--- src/rtl/fb_arbiter.sv ---
// fb_arbiter: single-port frame-buffer arbiter (display read > clear write > draw-FIFO drain)
// Ports:
//   clk, rst               clock, asynchronous active-low reset
//   disp_req/disp_addr     display fetch request, served combinationally
//   disp_rdata/disp_rvalid fetched pixel, valid one cycle after the fetch
//   draw_valid/draw_ready  draw-write handshake into a FIFO_DEPTH-entry FIFO
//   draw_addr/draw_data    draw-write address and pixel
//   clr_start/clr_color    start a FB_WORDS-word clear with the given pixel
//   clr_busy/clr_done      clear in progress / one-cycle completion pulse
//   mem_*                  single-port RAM (1-cycle read latency)
//   stall_cnt              display-stall counter, present only with FB_ARBITER_STATS_EN
module fb_arbiter #(
  parameter int AW         = 19,
  parameter int DW         = 8,
  parameter int FB_WORDS   = 307200,
  parameter int FIFO_DEPTH = 4
) (
  input  logic          clk,
  input  logic          rst,
  input  logic          disp_req,
  input  logic [AW-1:0] disp_addr,
  output logic [DW-1:0] disp_rdata,
  output logic          disp_rvalid,
  input  logic          draw_valid,
  output logic          draw_ready,
  input  logic [AW-1:0] draw_addr,
  input  logic [DW-1:0] draw_data,
  input  logic          clr_start,
  input  logic [DW-1:0] clr_color,
  output logic          clr_busy,
  output logic          clr_done,
  output logic          mem_en,
  output logic          mem_we,
  output logic [AW-1:0] mem_addr,
  output logic [DW-1:0] mem_wdata,
  input  logic [DW-1:0] mem_rdata
`ifdef FB_ARBITER_STATS_EN
  ,
  output logic [15:0]   stall_cnt
`endif
);
  localparam int PW = FIFO_DEPTH > 1 ? $clog2(FIFO_DEPTH) : 1;
  localparam int CW = $clog2(FIFO_DEPTH + 1);
  localparam logic [AW-1:0] LAST = AW'(FB_WORDS - 1);
  localparam logic [CW-1:0] FULL = CW'(FIFO_DEPTH);
  localparam logic [PW-1:0] PMAX = PW'(FIFO_DEPTH - 1);
  typedef enum logic [1:0] {IDLE, CLEAR, DONE} state_e;
  state_e        state_q;
  logic [AW-1:0] ptr_q;
  logic [DW-1:0] color_q;
  logic          rvalid_q;
  logic [AW-1:0] f_addr [FIFO_DEPTH];
  logic [DW-1:0] f_data [FIFO_DEPTH];
  logic [PW-1:0] wr_q, rd_q;
  logic [CW-1:0] cnt_q, cnt_d;
  logic          push, pop, clr_wr;
  // full/empty come from the registered count only, so a same-cycle pop
  // never frees a slot for a push and a same-cycle push is never popped
  assign draw_ready  = cnt_q != FULL;
  assign push        = draw_valid && draw_ready;
  assign clr_wr      = state_q == CLEAR && !disp_req;
  assign pop         = cnt_q != '0 && !disp_req && state_q != CLEAR;
  assign cnt_d       = cnt_q + CW'(push) - CW'(pop);
  assign disp_rvalid = rvalid_q;
  assign disp_rdata  = mem_rdata;
  assign clr_busy    = state_q == CLEAR;
  assign clr_done    = state_q == DONE;
  always_comb begin
    mem_en    = disp_req || clr_wr || pop;
    mem_we    = clr_wr || pop;
    mem_addr  = disp_req ? disp_addr : clr_wr ? ptr_q : pop ? f_addr[rd_q] : '0;
    mem_wdata = disp_req ? '0 : clr_wr ? color_q : pop ? f_data[rd_q] : '0;
  end
  always_ff @(posedge clk or negedge rst) begin
    if (!rst) begin
      state_q  <= IDLE;
      ptr_q    <= '0;
      color_q  <= '0;
      rvalid_q <= 1'b0;
    end else begin
      rvalid_q <= disp_req;
      unique case (state_q)
        IDLE: if (clr_start) begin
          state_q <= CLEAR;
          ptr_q   <= '0;
          color_q <= clr_color;
        end
        CLEAR: if (!disp_req) begin
          ptr_q <= ptr_q + 1'b1;
          if (ptr_q == LAST) state_q <= DONE;
        end
        DONE: state_q <= IDLE;
        default: state_q <= IDLE;
      endcase
    end
  end
  always_ff @(posedge clk or negedge rst) begin
    if (!rst) begin
      wr_q  <= '0;
      rd_q  <= '0;
      cnt_q <= '0;
    end else begin
      if (push) wr_q <= wr_q == PMAX ? '0 : wr_q + 1'b1;
      if (pop) rd_q <= rd_q == PMAX ? '0 : rd_q + 1'b1;
      cnt_q <= cnt_d;
    end
  end
  // FIFO storage needs no reset: entries are only read below the count
  always_ff @(posedge clk) begin
    if (push) begin
      f_addr[wr_q] <= draw_addr;
      f_data[wr_q] <= draw_data;
    end
  end
`ifdef FB_ARBITER_STATS_EN
  logic [15:0] stall_q;
  assign stall_cnt = stall_q;
  always_ff @(posedge clk or negedge rst) begin
    if (!rst) stall_q <= '0;
    else if (disp_req && (cnt_q != '0 || state_q == CLEAR) && stall_q != 16'hFFFF)
      stall_q <= stall_q + 1'b1;
  end
`endif
endmodule

--- config.mk ---
export PLATFORM = sky130hd
export DESIGN_NAME = fb_arbiter
export DESIGN_NICKNAME = d
export VERILOG_FILES = /design/src/rtl/fb_arbiter.sv
export SDC_FILE = /design/constraint.sdc
export NUM_CORES = 1
export LEC_CHECK = 0
export BUFFER_PORTS_ARGS = -buffer_cell sky130_fd_sc_hd__buf_2
export CAP_MARGIN = 10
export CELL_PAD_IN_SITES_DETAIL_PLACEMENT = 1
export CELL_PAD_IN_SITES_GLOBAL_PLACEMENT = 1
export CORE_MARGIN = 3
export CORE_UTILIZATION = 40
export CTS_CLUSTER_SIZE = 20
export DETAILED_ROUTE_END_ITERATION = 12
export PLACE_DENSITY = 0.74
export SLEW_MARGIN = 15
export SYNTH_ARGS = -nofsm -noshare
export SYNTH_HDL_FRONTEND = slang
export SYNTH_SLANG_ARGS = --single-unit
export TNS_END_PERCENT = 1
--- constraint.sdc ---
create_clock -name clk -period 3.1 [get_ports clk]
set_input_delay 0.155 -clock clk [delete_from_list [all_inputs] [get_ports clk]]
set_output_delay 0.155 -clock clk [all_outputs]
set_load 0.1 [all_outputs]
==> impl_metrics.json, run 1 <==
{
  "netlist_instances": 424,
  "crit_path_max_incr_delay_ns": 0.77,
  "yosys.area.top_type": "edfxtp_1",
  "crit_path_start_kind": "register",
  "clock_latency_ns": 0.42,
  "firstDrtPassIters": 4,
  "setup_ws_ns": 0.4054,
  "io_buffers": 91,
  "dpl_cell_area_um2": 7004,
  "synth-seq-cells": 145,
  "area_growth_pct": 26.86,
  "hold_class": "in2reg",
  "first_iter_violations": 257,
  "nets": 630,
  "place_congestion": 0.7665,
  "start_util_pct": 41.24,
  "grt.total_usage_pct": 19.26,
  "cap_viol_max_count": 0,
  "finalSetupViolCount": 0,
  "vias": 4154,
  "crit_chain": "mux4_2 > a221oi_1 > a21oi_2 > buf_2",
  "die_area_um2": 17330,
  "cts_tree": "done",
  "synth_edf_count": 108,
  "pwr_density_cell_nw_per_um2": 870.5,
  "min_period_over_period_pct": 86.92,
  "layout-drive-gt1-share_pct": 32.45,
  "rsz0062_at_grt": "no",
  "htreeDepth": 4,
  "synthArstFlopShare_pct": 25.52,
  "switching_share_pct": 33.61,
  "die_width_um": 131.7,
  "internal_power_mw": 4.631,
  "grt_pass1_wl_um": 25800,
  "finalInstanceArea_um2": 8013,
  "syn_nets": 500,
  "period_needed_ns": 2.695,
  "crit_path_end_kind": "output port",
  "place_ws_ns": 0.5259,
  "synth.top_cell.area_share_pct": 51.35,
  "worst_ir_drop_vdd_v": 0.0003085,
  "tns_ns": 0,
  "numClockSinks": 145,
  "wl_per_cell_um": 20.31,
  "slew_headroom_pct": 31.41,
  "path_class": "reg2out",
  "ant_nets": 0,
  "grt_pass1_vias": 4683,
  "leakage_nw": 3.116,
  "cts-root-buf": "clkbuf_16",
  "arrival_ns": 2.54,
  "seqPwrFrac_pct": 40.4,
  "hold_viol_final": 0,
  "tightest_slew_ns": 1.024,
  "skew_ns": 0.008470,
  "viasPerCell": 5.332,
  "clock_power_share_pct": 31.7,
  "syn_area_um2": 6316,
  "clockBufferDepth": 2,
  "rows": 45,
  "yosys_warnings": 0,
  "fmax_mhz": 371.1,
  "dieHeight_um": 131.7,
  "crit_slowest_cell": "dfrtp_4",
  "syn_area_per_cell_um2": 14.90,
  "grt_overflow": 0,
  "fillers": 1545,
  "drc": 0,
  "core_region_area_um2": 15310,
  "cts_buffers": 17,
  "status": "completed",
  "grt_max_degree": 38,
  "io_pins": 108,
  "hpwl_um": 10020,
  "power.switching_mw": 2.345,
  "final_cells": 779,
  "synth.most_common_cell": "edfxtp_1",
  "crit_fanout": 24,
  "yosysSeqAreaShare_pct": 66.01,
  "synthFlopType": "edfxtp_1",
  "antenna_found_initial": 1,
  "combPwrFrac_pct": 27.9,
  "clk_pin_slew_ns": 0.06,
  "ys_top_cells_by_count": "edfxtp_1, dfrtp_1, nand2_1, a21oi_1",
  "synth.area.top_cells": "edfxtp_1, dfrtp_1, mux4_2, a221oi_1, a21oi_1",
  "synth_cell_type_count": 47,
  "drt_wl_total_um": 15830,
  "finalMaxSlewViolations": 0,
  "place_inst": 710,
  "cp_data_required_time_ns": 2.94
}
-- worst max-delay path: cells and delay by family, from the launching register on --
kind | cells | cell delay [ns]
AOI/OAI and AO/OA | 2 | 0.45
buffers and inverters | 1 | 0.30
DFF | 1 | 0.77
muxes | 1 | 0.60
-- flip-flops by register name, indices dropped and copies added (netlist names) --
register and count:
cnt_q 3, color_q 8, disp_rvalid 1, f_addr 76, f_data 32, ptr_q 19
rd_q 2, state_q 2, wr_q 2
-- per-layer routing --
layer	vias up	routed length (um)	track usage (%)
li1	1885	-	-
met1	2145	6734	23.96
met2	105	8274	32.84
met3	19	576	4.556
met4	0	239	7.118
met5	-	0	0
-- power by group through the flow --
| stage | sequential [mW] | combinational [mW] | clock (mW) |
|---|---|---|---|
| 3_3_place_gp | 2.82 | 1.86 | 0 |
| 3_5_place_dp | 2.86 | 1.92 | 0 |
| 5_1_grt | 2.88 | 2.09 | 2.34 |
| 2_1_floorplan | 2.69 | 1.60 | 0 |
| 4_1_cts | 2.83 | 1.97 | 2.24 |
| 6_report | 2.82 | 1.94 | 2.21 |
-- kinds of logic (layout without fill, tap and decap cells) --
logic type | Yosys count | in the layout | share of synthesized area [%]
flip-flops | 145 | 145 | 66.01
AND/OR/NAND/NOR | 95 | 95 | 8.043
XOR/XNOR | 5 | 5 | 0.6935
other | 0 | 1 | 0
adder cells (fa/ha/maj) | 9 | 9 | 1.902
buffers and inverters | 59 | 202 | 4.477
multiplexers | 32 | 32 | 10.50
AO/OA/AOI/OAI | 79 | 79 | 8.380
-- what timing repair did --
item,4_1_cts,5_1_grt
endpoints found under the hold margin,153,0
endpoints found under the setup margin,0,2
hold buffers,36,0
buffers inserted,0,0
gates resized for setup,0,1
-- per-stage QoR --
stage,power [mW],utilization [%],hold slack [ns]
finish,6.975,52.32,0.2306
global route,7.308,52.32,0.2750
CTS,7.046,52.29,0.2203
detailed placement,4.778,45.74,0.3112
global placement,4.678,45.74,0.3112
floorplan,4.285,-,-0.1406
-- layout make-up --
class                           count  area (um2)  area share, %
Multi-Input combinational cell    220        1893          23.63
Timing Repair Buffer              143       935.9          11.68
Clock buffer                       18       439.2          5.481
Inverter                           27       101.3          1.265
Tap cell                          211       264.0          3.295
Antenna cell                        1       2.502        0.03123
Sequential cell                   145        4173          52.08
Clock inverter                     14       203.9          2.545
-- placed cells by master, fill, tap and decap left out, types with 8 or more instances in the layout --
master and instances:
edfxtp_1 108, nor2_1 11, inv_1 27, mux4_2 27, buf_4 16, a21oi_1 26
dlygate4sd3_1 36, dfrtp_1 36, nand2_1 37, a22o_1 8, buf_2 91, a221oi_1 19
ha_1 8, clkbuf_16 17
-- worst paths after layout --
path | from | end | slack, ns | cells after the start
worst max-delay path | rd_q[0] | mem_addr[15] | 0.41 | 4
max in group asynchronous | rst | rd_q[0] | 2.00 | 2
min in group asynchronous | rst | color_q[1] | 0.40 | 2
worst min register to register | color_q[1] | color_q[1] | 0.48 | 2
worst min-delay path | draw_valid | wr_q[0] | 0.23 | 3
worst max register to register | state_q[0] | cnt_q[2] | 0.55 | 10
No activity file was read; power rests on OpenSTA's default activity.
==> run 2, diff against run 1 <==
--- a/config.mk
+++ b/config.mk
@@ -13,9 +13,8 @@
 export CORE_UTILIZATION = 40
 export CTS_CLUSTER_SIZE = 20
 export DETAILED_ROUTE_END_ITERATION = 12
-export PLACE_DENSITY = 0.74
+export PLACE_DENSITY = 0.78
 export SLEW_MARGIN = 15
 export SYNTH_ARGS = -nofsm -noshare
 export SYNTH_HDL_FRONTEND = slang
 export SYNTH_SLANG_ARGS = --single-unit
-export TNS_END_PERCENT = 1
==> run 2 against run 1 <==
  * Sequential power fell by 1%
  * Via count decreased by 0.48%
  * Routed wire length shrank 0.69%
  * Utilization fell by 0.35 points
  * Combinational power is 4% higher
  * First-iteration DRC count rose by 23%
  * Power shrank 3.3%
  * Global-route usage fell by 0.58 points
  * Clock skew is essentially flat
  * Final cell count fell by 0.26%
  * Flip-flop and latch count unchanged
  * Largest power group unchanged
==> impl_metrics.json, run 2 (synthesized netlist as in run 1, its figures left out) <==
{
  "status": "completed",
  "dieHeight_um": 131.7,
  "die_area_um2": 17330,
  "dpl_cell_area_um2": 7034,
  "firstDrtPassIters": 4,
  "arrival_ns": 2.61,
  "die_width_um": 131.7,
  "leakage_nw": 3.093,
  "drc": 0,
  "layout_common_cells": "edfxtp_1, buf_2, nand2_1",
  "crit_chain": "buf_4 > mux4_2 > a221oi_1 > a21oi_1 > buf_2",
  "wl_met3_um": 720,
  "clk_pin_slew_ns": 0.06,
  "finalMaxSlewViolations": 0,
  "hold_viol_final": 0,
  "combPwrFrac_pct": 29.9,
  "clock_latency_ns": 0.41,
  "power_mw": 6.745,
  "core_region_area_um2": 15310,
  "crit_path_start_kind": "register",
  "crit_path_max_incr_delay_ns": 0.57,
  "cts_buffers": 17,
  "grt_overflow": 0,
  "crit_path_end_kind": "output port",
  "io_pins": 108,
  "vias": 4134,
  "setup_ws_ns": 0.3320,
  "cp_data_required_time_ns": 2.94,
  "finalInstanceArea_um2": 7959,
  "antenna-diode-count": 0,
  "layout-drive-gt1-share_pct": 31.80,
  "place_inst": 709,
  "top_layer": "met4",
  "numClockSinks": 145,
  "wl_per_cell_um": 20.23,
  "grt.total_usage_pct": 18.68,
  "skew_ns": 0.008422,
  "clock_power_share_pct": 28.9,
  "period_needed_ns": 2.768,
  "timing.hold.ws_ns": 0.2776,
  "place_congestion": 0.7762,
  "utilization_pct": 51.97,
  "power.switching_mw": 2.266,
  "top_register": "f_addr",
  "cap_viol_max_count": 0,
  "place_ws_ns": 0.5952,
  "switching_share_pct": 33.59,
  "drt_wl_total_um": 15720,
  "hpwl_um": 9946,
  "hold_class": "in2reg",
  "tightest_slew_ns": 1.006,
  "grt_pass1_vias": 4620,
  "cts-root-buf": "clkbuf_16",
  "htreeDepth": 4,
  "path_class": "reg2out",
  "grt_max_degree": 38,
  "grt_pass1_wl_um": 25120,
  "crit_fanout": 12,
  "holdPathStages": 3,
  "fmax_mhz": 361.3,
  "largest_reg_flops": 76,
  "rsz0062_at_grt": "no",
  "seqPwrFrac_pct": 41.2,
  "clockBufferDepth": 2,
  "area_growth_pct": 26.01,
  "wl_met1_um": 6526,
  "r2r_cells": 10,
  "cts_tree": "done",
  "nets": 629,
  "cts_resized": 0,
  "reg.largest.list": "f_addr: 76 flops, f_data: 32 flops, ptr_q: 19 flops",
  "tns_ns": 0,
  "crit_slowest_cell": "dfrtp_2",
  "fillers": 1586,
  "final_cells": 777,
  "antenna_found_initial": 0,
  "wl_met2_um": 8283,
  "viasPerCell": 5.320,
  "slew_headroom_pct": 32.63,
  "final_common_cell": "edfxtp_1",
  "start_util_pct": 41.24,
  "first_iter_violations": 316,
  "io_buffers": 91,
  "worst_ir_drop_vdd_v": 0.0003993,
  "pwr_density_cell_nw_per_um2": 847.5,
  "rows": 45,
  "ant_nets": 0,
  "internal_power_mw": 4.480,
  "finalSetupViolCount": 0,
  "min_period_over_period_pct": 89.29
}
## run 2: worst max-delay path: cells and delay by family, from the launching register on
| kind | cells | cell delay, ns |
|---|---|---|
| flip-flops | 1 | 0.57 |
| multiplexers | 1 | 0.55 |
| AO/OA/AOI/OAI | 2 | 0.42 |
| buffers and inverters | 2 | 0.67 |
## run 2: power groups by stage
stage	logic (mW)	clock network, mW	registers (mW)
floorplan	1.60	0	2.69
global placement	1.93	0	2.77
detailed placement	2.00	0	2.81
CTS	2.04	1.98	2.78
global route	2.16	2.07	2.82
finish	2.02	1.95	2.78
## run 2: final timing paths
| kind | from | to | slack, ns |
|---|---|---|---|
| min in group asynchronous | rst | color_q[4] | 0.41 |
| setup / recovery | rd_q[0] | mem_addr[18] | 0.33 |
| hold reg to reg | color_q[0] | color_q[0] | 0.49 |
| hold / removal | draw_valid | wr_q[1] | 0.28 |
| setup reg to reg | cnt_q[1] | cnt_q[2] | 0.57 |
| max in group asynchronous | rst | rd_q[0] | 2.07 |
## run 2: what timing repair did
item                      4_1_cts  5_1_grt
hold buffers                   36        0
hold endpoints to repair      153        0
buffers inserted                0        0
## run 2: layout make-up
type	count	area [um2]	area share (%)
Multi-Input combinational cell	220	1893	23.79
Timing Repair Buffer	142	965.9	12.14
Clock inverter	11	113.9	1.431
Tap cell	211	264.0	3.317
Sequential cell	145	4170	52.40
Inverter	27	101.3	1.273
Clock buffer	21	450.4	5.659
## run 2: metal layers
layer	global-route usage, %	vias to the layer above
li1	-	1890
met3	4.250	15
met1	23.25	2115
met5	0	-
met2	32.35	114
met4	6.126	0
==> run 3, diff against run 2 <==
--- a/config.mk
+++ b/config.mk
@@ -9,7 +9,7 @@
 export CAP_MARGIN = 10
 export CELL_PAD_IN_SITES_DETAIL_PLACEMENT = 1
 export CELL_PAD_IN_SITES_GLOBAL_PLACEMENT = 1
-export CORE_MARGIN = 3
+export CORE_MARGIN = 2
 export CORE_UTILIZATION = 40
 export CTS_CLUSTER_SIZE = 20
 export DETAILED_ROUTE_END_ITERATION = 12
==> run 3 against run 2 <==
  * Die area shrank 3.0%
  * Clock skew grew 0.0010 ns
  * Hold slack lost 0.049 ns
  * Setup slack lost 0.062 ns
  * Largest cell class unchanged
  * Global-route usage grew 3.1 points
==> impl_metrics.json, run 3 (synthesized netlist as in run 1, its figures left out) <==
{
  "cts_tree": "done",
  "grt.total_usage_pct": 21.76,
  "drc": 0,
  "numClockSinks": 145,
  "grt_max_degree": 38,
  "crit_start": "state_q[0]",
  "rows": 45,
  "layout-drive-gt1-share_pct": 32.04,
  "ant_nets": 0,
  "fillers": 1552,
  "grt_overflow": 0,
  "min_from": "draw_valid",
  "antenna_found_initial": 0,
  "final_cells": 776,
  "tightest_slew_ns": 1.049,
  "die_area_um2": 16810,
  "path_class": "reg2out",
  "status": "completed",
  "skew_ns": 0.009462,
  "leakage_nw": 3.112,
  "cap_viol_max_count": 0,
  "cp_data_required_time_ns": 2.94,
  "io_pins": 108,
  "core_region_area_um2": 15310,
  "htreeDepth": 4,
  "grt_pass1_vias": 4697,
  "hold_viol_final": 0,
  "r2r_start": "cnt_q[1]",
  "drt_wl_total_um": 17070,
  "nets": 628,
  "power_mw": 6.870,
  "arrival_ns": 2.67,
  "crit_fanout": 23,
  "clock_latency_ns": 0.42,
  "timing.hold.ws_ns": 0.2288,
  "rsz0062_at_grt": "no",
  "crit_top_cell": "buf_4",
  "hold_class": "in2reg",
  "firstDrtPassIters": 4,
  "first_iter_violations": 227,
  "place_inst": 708,
  "io_buffers": 91,
  "slew_headroom_pct": 29.74,
  "cts-root-buf": "clkbuf_16",
  "area_growth_pct": 27.85,
  "period_needed_ns": 2.830,
  "cts_buffers": 17,
  "clk_pin_slew_ns": 0.06,
  "crit_path_start_kind": "register",
  "layout_common_cells": "edfxtp_1, buf_2, nand2_1",
  "grt_pass1_wl_um": 26740,
  "fmax_mhz": 353.4,
  "start_util_pct": 41.24,
  "clockBufferDepth": 2,
  "place_congestion": 0.7763,
  "finalSetupViolCount": 0,
  "final_common_cell": "edfxtp_1",
  "top_register": "f_addr",
  "crit_slowest_cell": "a221oi_1",
  "tns_ns": 0,
  "largest_reg_flops": 76,
  "min_period_over_period_pct": 91.27,
  "worst_ir_drop_vdd_v": 0.0005263,
  "finalMaxSlewViolations": 0,
  "antenna-diode-count": 0,
  "die_width_um": 129.7,
  "crit_path_end_kind": "output port",
  "pwr_density_cell_nw_per_um2": 850.7,
  "viasPerCell": 5.468,
  "vias": 4243,
  "crit_path_max_incr_delay_ns": 0.56,
  "wl_per_cell_um": 21.99,
  "reg.largest.list": "f_addr: 76 flops, f_data: 32 flops, ptr_q: 19 flops",
  "post_cts_buffers": 0,
  "dieHeight_um": 129.7,
  "crit_chain": "nor2b_2 > buf_4 > nor2_2 > buf_4 > a221oi_1 > a21oi_2 > buf_2",
  "hpwl_um": 10060
}
-- run 3: cell types whose count changed in the layout (fill, tap and decap cells not counted), sizes merged --
cell | previous run | this run
buf | 106 | 105
inv | 27 | 28
clkbuf | 21 | 18
clkinvlp | 2 | 4
-- run 3: worst paths after layout --
kind / to / slack, ns / cells after the start
max in group asynchronous: rd_q[0] / 2.09 / 2
min in group asynchronous: color_q[3] / 0.39 / 2
max: mem_addr[17] / 0.27 / 7
min reg2reg: color_q[7] / 0.51 / 2
max reg2reg: cnt_q[2] / 0.86 / 9
min: wr_q[0] / 0.23 / 3
-- run 3: layout make-up --
cell class / count / area [um2] / share of cell area, %
Clock inverter: 14 / 141.4 / 1.751
Timing Repair Buffer: 141 / 1076 / 13.33
Multi-Input combinational cell: 220 / 1893 / 23.44
Clock buffer: 18 / 429.2 / 5.315
Sequential cell: 145 / 4170 / 51.64
Inverter: 27 / 101.3 / 1.255
Tap cell: 211 / 264.0 / 3.269
-- run 3: repair_timing --
item / 4_1_cts / 5_1_grt
hold buffers: 36 / 0
resized for setup: 0 / 0
hold endpoints to repair: 150 / 0
-- run 3: worst max-delay path: cells and delay by family (launching register included) --
| family | cells | cell delay (ns) |
|---|---|---|
| AOI/OAI and AO/OA | 2 | 0.60 |
| buffers and inverters | 3 | 0.88 |
| DFF | 1 | 0.49 |
| and+or+nand+nor | 2 | 0.29 |
-- run 3: stage by stage --
stage / util, % / setup slack [ns] / instance area [um2]
after floorplan: - / 0.1613 / 6344
after global placement: 46.65 / 0.8228 / 7144
after detailed placement: 46.65 / 0.7339 / 7144
after CTS: 52.73 / 0.2595 / 8075
after global routing: 52.73 / 0.08790 / 8075
final: 52.73 / 0.2705 / 8075
-- run 3: layer usage --
| metal | wire length [um] | track usage, % | up-vias |
|---|---|---|---|
| met3 | 758 | 5.037 | 38 |
| met5 | 0 | 0 | - |
| met1 | 6651 | 25.42 | 2184 |
| li1 | - | - | 1890 |
| met2 | 9124 | 38.04 | 131 |
| met4 | 533 | 10.25 | 0 |
-- run 3: report_power, final --
group | switching [mW] | internal, mW
Clock | 0.808 | 1.18
Sequential | 0.257 | 2.53
Combinational | 1.28 | 0.819
